<file path="src/rtl/set_region_counter_if.sv">
// Bus bundle for set_region_counter: job configuration in, status and result out.
// Handshake: en is a one-cycle start pulse honoured only while the engine is idle
// (busy=0 and not in the result cycle); valid is a one-cycle strobe with candidate
// already updated, and there is no back-pressure on the result.
interface set_region_counter_if #(
  parameter int NCIRC = 3,
  parameter int CW    = 4,
  parameter int CNT_W = 7
);
  logic                     en;
  logic [2*CW*NCIRC-1:0]    central;
  logic [CW*NCIRC-1:0]      radius;
  logic [(1<<NCIRC)-1:0]    func;
  logic                     busy;
  logic                     valid;
  logic [CNT_W-1:0]         candidate;
  logic [1:0]               dbg_state;

  modport master (
    output en, central, radius, func,
    input  busy, valid, candidate, dbg_state
  );

  modport slave (
    input  en, central, radius, func,
    output busy, valid, candidate, dbg_state
  );
endinterface

</file>
<file path="src/rtl/set_region_counter.sv">
// Scans a G x G lattice one point per clock, classifies each point against NCIRC
// circles and counts the points whose membership vector selects a 1 in func.
module set_region_counter #(
  parameter int GRID_W = 3,
  parameter int NCIRC  = 3,
  parameter int CW     = 4,
  parameter int CNT_W  = 2*GRID_W+1
) (
  input  logic clk,
  input  logic rst,
  set_region_counter_if.slave bus
);
  localparam int G  = 1 << GRID_W;
  localparam int PW = GRID_W + 1;
  localparam int DW = CW + 2;
  localparam int SW = 2*CW + 3;
  localparam int NF = 1 << NCIRC;
  localparam logic [PW-1:0] GMAX = PW'(G);
  localparam logic [PW-1:0] ONE  = PW'(1);

  typedef enum logic [1:0] {
    S_IDLE  = 2'd0,
    S_SCAN  = 2'd1,
    S_DRAIN = 2'd2,
    S_OUT   = 2'd3
  } state_t;

  state_t                 state_q, state_d;
  logic [PW-1:0]          x_q, x_d, y_q, y_d;
  logic                   drain_q, drain_d;
  logic [2*CW*NCIRC-1:0]  cen_q, cen_d;
  logic [CW*NCIRC-1:0]    rad_q, rad_d;
  logic [NF-1:0]          func_q, func_d;
  logic [SW-1:0]          dist_q [NCIRC];
  logic [SW-1:0]          dist_d [NCIRC];
  logic [SW-1:0]          r2_q   [NCIRC];
  logic [SW-1:0]          r2_d   [NCIRC];
  logic                   s1_v_q, s1_v_d;
  logic [CNT_W-1:0]       acc_q, acc_d, cand_q, cand_d;
  logic [NCIRC-1:0]       memb;
  logic [DW-1:0]          dx  [NCIRC];
  logic [DW-1:0]          dy  [NCIRC];
  logic [DW-1:0]          adx [NCIRC];
  logic [DW-1:0]          ady [NCIRC];

  // Stage 1: squared distance of the current point to every centre, plus r^2.
  // Differences are two's complement; squaring the magnitude keeps it unsigned.
  always_comb begin
    for (int i = 0; i < NCIRC; i++) begin
      dx[i]     = DW'(x_q) - DW'(cen_q[2*CW*i+CW +: CW]);
      dy[i]     = DW'(y_q) - DW'(cen_q[2*CW*i +: CW]);
      adx[i]    = dx[i][DW-1] ? -dx[i] : dx[i];
      ady[i]    = dy[i][DW-1] ? -dy[i] : dy[i];
      dist_d[i] = SW'(adx[i]) * SW'(adx[i]) + SW'(ady[i]) * SW'(ady[i]);
      r2_d[i]   = SW'(rad_q[CW*i +: CW]) * SW'(rad_q[CW*i +: CW]);
    end
  end

  // Stage 2: boundary points (dist^2 == r^2) count as inside.
  always_comb begin
    for (int i = 0; i < NCIRC; i++) begin
      memb[i] = (dist_q[i] <= r2_q[i]);
    end
  end

  always_comb begin
    state_d = state_q;
    x_d     = x_q;
    y_d     = y_q;
    drain_d = drain_q;
    cen_d   = cen_q;
    rad_d   = rad_q;
    func_d  = func_q;
    s1_v_d  = 1'b0;
    acc_d   = acc_q;
    cand_d  = cand_q;

    if (s1_v_q && func_q[memb]) begin
      acc_d = acc_q + 1'b1;
    end

    case (state_q)
      S_IDLE: begin
        if (bus.en) begin
          state_d = S_SCAN;
          cen_d   = bus.central;
          rad_d   = bus.radius;
          func_d  = bus.func;
          acc_d   = '0;
        end
      end
      S_SCAN: begin
        s1_v_d = 1'b1;
        // y runs fastest; the generator wraps back to (1,1) on the last point.
        if (y_q == GMAX) begin
          y_d = ONE;
          if (x_q == GMAX) begin
            x_d     = ONE;
            state_d = S_DRAIN;
            drain_d = 1'b0;
          end else begin
            x_d = x_q + ONE;
          end
        end else begin
          y_d = y_q + ONE;
        end
      end
      S_DRAIN: begin
        drain_d = 1'b1;
        if (drain_q) begin
          state_d = S_OUT;
          cand_d  = acc_q;
        end
      end
      S_OUT: begin
        state_d = S_IDLE;
      end
      default: begin
        state_d = S_IDLE;
      end
    endcase
  end

  always_ff @(posedge clk or posedge rst) begin
    if (rst) begin
      state_q <= S_IDLE;
      x_q     <= ONE;
      y_q     <= ONE;
      drain_q <= 1'b0;
      cen_q   <= '0;
      rad_q   <= '0;
      func_q  <= '0;
      s1_v_q  <= 1'b0;
      acc_q   <= '0;
      cand_q  <= '0;
      for (int i = 0; i < NCIRC; i++) begin
        dist_q[i] <= '0;
        r2_q[i]   <= '0;
      end
    end else begin
      state_q <= state_d;
      x_q     <= x_d;
      y_q     <= y_d;
      drain_q <= drain_d;
      cen_q   <= cen_d;
      rad_q   <= rad_d;
      func_q  <= func_d;
      s1_v_q  <= s1_v_d;
      acc_q   <= acc_d;
      cand_q  <= cand_d;
      for (int i = 0; i < NCIRC; i++) begin
        dist_q[i] <= dist_d[i];
        r2_q[i]   <= r2_d[i];
      end
    end
  end

  assign bus.busy      = (state_q != S_IDLE);
  assign bus.valid     = (state_q == S_OUT);
  assign bus.candidate = cand_q;
  assign bus.dbg_state = state_q;
endmodule

</file>
<file path="src/flat_wrapper.sv">
// flat-port wrapper written by rule: the top's interface ports become plain ports
module set_region_counter_flat 
#(
  parameter int GRID_W = 3,
  parameter int NCIRC  = 3,
  parameter int CW     = 4,
  parameter int CNT_W  = 2*GRID_W+1
)
  (clk, rst, bus_en, bus_central, bus_radius, bus_func, bus_busy, bus_valid, bus_candidate, bus_dbg_state);
  set_region_counter_if #(.NCIRC(NCIRC), .CW(CW), .CNT_W(CNT_W)) bus_i ();
  input  logic clk;
  input  logic rst;
  input wire logic [$bits(bus_i.en)-1:0] bus_en;
  input wire logic [$bits(bus_i.central)-1:0] bus_central;
  input wire logic [$bits(bus_i.radius)-1:0] bus_radius;
  input wire logic [$bits(bus_i.func)-1:0] bus_func;
  output wire logic [$bits(bus_i.busy)-1:0] bus_busy;
  output wire logic [$bits(bus_i.valid)-1:0] bus_valid;
  output wire logic [$bits(bus_i.candidate)-1:0] bus_candidate;
  output wire logic [$bits(bus_i.dbg_state)-1:0] bus_dbg_state;
  assign bus_i.en = bus_en;
  assign bus_i.central = bus_central;
  assign bus_i.radius = bus_radius;
  assign bus_i.func = bus_func;
  assign bus_busy = bus_i.busy;
  assign bus_valid = bus_i.valid;
  assign bus_candidate = bus_i.candidate;
  assign bus_dbg_state = bus_i.dbg_state;
  set_region_counter #(.GRID_W(GRID_W), .NCIRC(NCIRC), .CW(CW), .CNT_W(CNT_W)) u_core (.clk(clk), .rst(rst), .bus(bus_i));
endmodule
</file>
<file path="config.mk">
export PLATFORM = sky130hd
export DESIGN_NAME = set_region_counter_flat
export DESIGN_NICKNAME = d
export VERILOG_FILES = /design/src/rtl/set_region_counter_if.sv /design/src/rtl/set_region_counter.sv /design/src/flat_wrapper.sv
export SDC_FILE = /design/constraint.sdc
export NUM_CORES = 1
export LEC_CHECK = 0
export CAP_MARGIN = 10
export CORE_AREA = 5 5 105 180
export DETAILED_ROUTE_END_ITERATION = 10
export DIE_AREA = 0 0 110 185
export GPL_TIMING_DRIVEN = 0
export PLACE_DENSITY = 0.83
export SKIP_CTS_REPAIR_TIMING = 1
export SYNTH_ARGS = -nofsm -noshare
export SYNTH_HDL_FRONTEND = slang
export SYNTH_SLANG_ARGS = --single-unit
</file>
<file path="constraint.sdc">
create_clock -name clk -period 12.6 [get_ports clk]
set_input_delay 2.52 -clock clk [delete_from_list [all_inputs] [get_ports clk]]
set_output_delay 2.52 -clock clk [all_outputs]
set_load 0.01 [all_outputs]
</file>
==> impl_metrics.yaml <==
sta:
  tightest_slew_ns: 1.01
  period_needed_ns: 6.82
  slew_viol_final: 0
  setup_viol: 0
  slew-limit-headroom_pct: 30.7
  hold_violations: 0
  holdWs_ns: 0.479
  finalSetupTns_ns: 0
  fin_skew_ns: 0.00895
  rsz0062_at_grt: "false"
  clock.fmax_ghz: 0.147
  layout_setup_ws_ns: 5.78
  period_share_pct: 54.1
synth:
  syn_avg_cell_area_um2: 9.98
  ys_seq_area_share_pct: 28.8
  synth_cell_types: 51
  synth_cells: 1079
  synth.area.top_cells: "dfrtp_1, fa_1, ha_1, inv_1, mux2_2"
  synthesis.area_um2: 10800
  ys_ff_latch: 124
  yosys.area.top_type: "dfrtp_1"
  synth_flop_cell: "dfrtp_1"
  async_reset_ff_share_pct: 100
  yosys_warnings: 0
  synth_edf_count: 0
  synth_top_cell_area_share_pct: 28.3
finish:
  mostFrequentLayoutCells: "inv_1, ha_1, dfrtp_1"
  layout_commonest_cell: "inv_1"
  final_util_pct: 71.5
  antenna_cells: 0
  syn_to_final_growth_pct: 15.3
  final_cells: 1443
  final_nets: 1484
  drive_above_1_share_pct: 6.44
global_routing:
  grt_pass1_vias: 8745
  grt_pass1_wl_um: 39200
  overflow: 0
  grt_max_degree: 67
  gr-usage-all-layers_pct: 25.1
  antenna_found_initial: 0
floorplanning:
  core_um2: 17400
  start_util_pct: 62.0
  die_w_um: 110
  dieArea_um2: 20400
  die_h_um: 185
  fp-row-count: 64
  io-pin-count: 58
setup_path:
  endpoint_kind: "register"
  reg2reg_setup_slack_ns: 5.78
  reg2reg_from: "u_core.y_q[0]"
  cp_data_required_time_ns: 12.92
  rr_worst_depth: 24
  cp_max_fo: 7
  rr_endpoint: "u_core.dist_q[32]"
  critical_path_class: "reg2reg"
  crit_path_start_kind: "register"
  worst_ep_arrival_time_ns: 7.14
route:
  viasPerCell: 5.37
  first_pass_iters: 4
  drt_iter0_markers: 309
  ant_nets: 0
  routedWlPerCell_um: 15.8
  vias: 7754
  drc: 0
  wirelength_um: 22800
placed_design:
  hpwl_um: 18200
  placedCellCount: 1411
  gp_congestion: 0.862
  portBuffers: 57
  post-place-ws_ns: 5.90
hold_path:
  hold_path_end: "u_core.r2_q[0]"
  holdCritPathClass: "reg2reg"
  hold_depth: 0
  min-delay-start: "u_core.rad_q[8]"
power_and_ir_drop:
  powerDensity_nw_per_um2: 107
  p_seq_share_pct: 34.3
  pwr-share-comb_pct: 27.9
  switching_power_uw: 428
  sw_frac_of_total_pct: 32.3
  power.share.clock_pct: 37.8
  p_int_uw: 899
  power.leakage_nw: 6.53
  ir_drop_mv: 0.0857
clocking:
  clock_sinks: 124
  h-tree-depth: 4
  cts_tree: "built"
  max-clock-path-buffers: 2
  clock_latency_ns: 0.42
  cts-root-buf: "clkbuf_16"
  clk_pin_slew_ns: 0.06
  cts-buffers-inserted: 17
run:
  maxCapViolCount: 0
outcome:
  status: "complete, no violations"
==> sequential cells by signal, indices dropped and copies added (netlist names) <==
signal / count
u_core.y_q: 4
u_core.acc_q: 7
u_core.bus.candidate: 7
u_core.dist_q: 33
u_core.rad_q: 12
u_core.bus.dbg_state: 2
u_core.drain_q: 1
u_core.r2_q: 21
u_core.func_q: 8
u_core.cen_q: 24
u_core.x_q: 4
u_core.s1_v_q: 1
==> power groups by stage <==
stage,registers [mW],logic [mW],clock network [mW]
floorplan,0.455,0.271,0
detailed placement,0.462,0.360,0
global placement,0.460,0.343,0
global route,0.460,0.428,0.524
CTS,0.455,0.372,0.505
finish,0.455,0.371,0.502
==> cell families (layout without fill, tap and decap cells) <==
group / Yosys count / in the layout / synth area share, %
xor+xnor: 60 / 60 / 4.88
simple gates: 242 / 242 / 10.7
mux: 39 / 39 / 4.02
buf+inv: 236 / 326 / 8.22
compound gates: 138 / 138 / 8.15
flops: 124 / 124 / 28.8
fa+ha+maj: 238 / 238 / 35.2
other cells: 2 / 45 / 0.0697
==> cell usage after synthesis (15+ instances only) <==
library cell,n
mux2_2,34
inv_1,228
o21ai_0,37
xnor2_1,41
dfrtp_1,122
nor2_1,76
a21oi_1,40
xor2_1,19
and2_1,19
ha_1,130
fa_1,108
a21o_1,25
nand2_1,67
nor2b_1,15
nand2b_1,18
==> worst max path at each step <==
stage / start / to / slack [ns] / cells after the start
2_1_floorplan: u_core.y_q[0] / u_core.dist_q[31] / 6.45 / 23
3_3_place_gp: rst / u_core.cen_q[5] / 5.19 / 2
3_5_place_dp: u_core.y_q[0] / u_core.dist_q[32] / 5.90 / 23
4_1_cts: u_core.y_q[0] / u_core.dist_q[32] / 5.79 / 24
5_1_grt: u_core.y_q[0] / u_core.dist_q[10] / 5.44 / 24
6_report: u_core.y_q[0] / u_core.dist_q[32] / 5.78 / 24
==> metrics by stage <==
step / instance area (um2) / power, mW
3_5_place_dp: 11800 / 0.822
6_report: 12400 / 1.33
5_1_grt: 12400 / 1.41
4_1_cts: 12400 / 1.33
3_3_place_gp: 11800 / 0.803
2_1_floorplan: 10900 / 0.726
==> worst max-delay path: stages, from the launching register on <==
cell,delay [ns]
dfstp_2,0.57
inv_1,0.11
ha_1,0.23
fa_1,0.41
nor2b_1,0.13
o21ai_0,0.10
nand2b_1,0.21
nand2b_1,0.15
xnor2_1,0.19
inv_1,0.16
or2_2,0.34
fa_1,0.49
fa_1,0.54
inv_1,0.06
fa_1,0.53
inv_1,0.05
fa_1,0.51
fa_1,0.54
fa_1,0.47
inv_1,0.07
a21oi_1,0.06
o21bai_1,0.30
a21o_1,0.17
a21oi_1,0.08
xnor2_1,0.24
==> layout make-up <==
| type | instances | area (um2) |
|---|---|---|
| Sequential cell | 124 | 3110 |
| Multi-Input combinational cell | 762 | 6940 |
| Clock buffer | 17 | 425 |
| Clock inverter | 15 | 174 |
| Timing Repair Buffer | 58 | 598 |
| Buffer | 8 | 30.0 |
| Tap cell | 231 | 289 |
| Fill cell | 1242 | 4950 |
| Inverter | 228 | 861 |
==> routing by layer <==
layer,share of wire (%),GRT usage (%),up-vias
li1,-,-,3619
met4,7.3,17.3,0
met5,0,0,-
met2,57,47.5,180
met3,2.4,3.03,105
met1,33,24.3,3850
(Power assumes the default switching activity.)
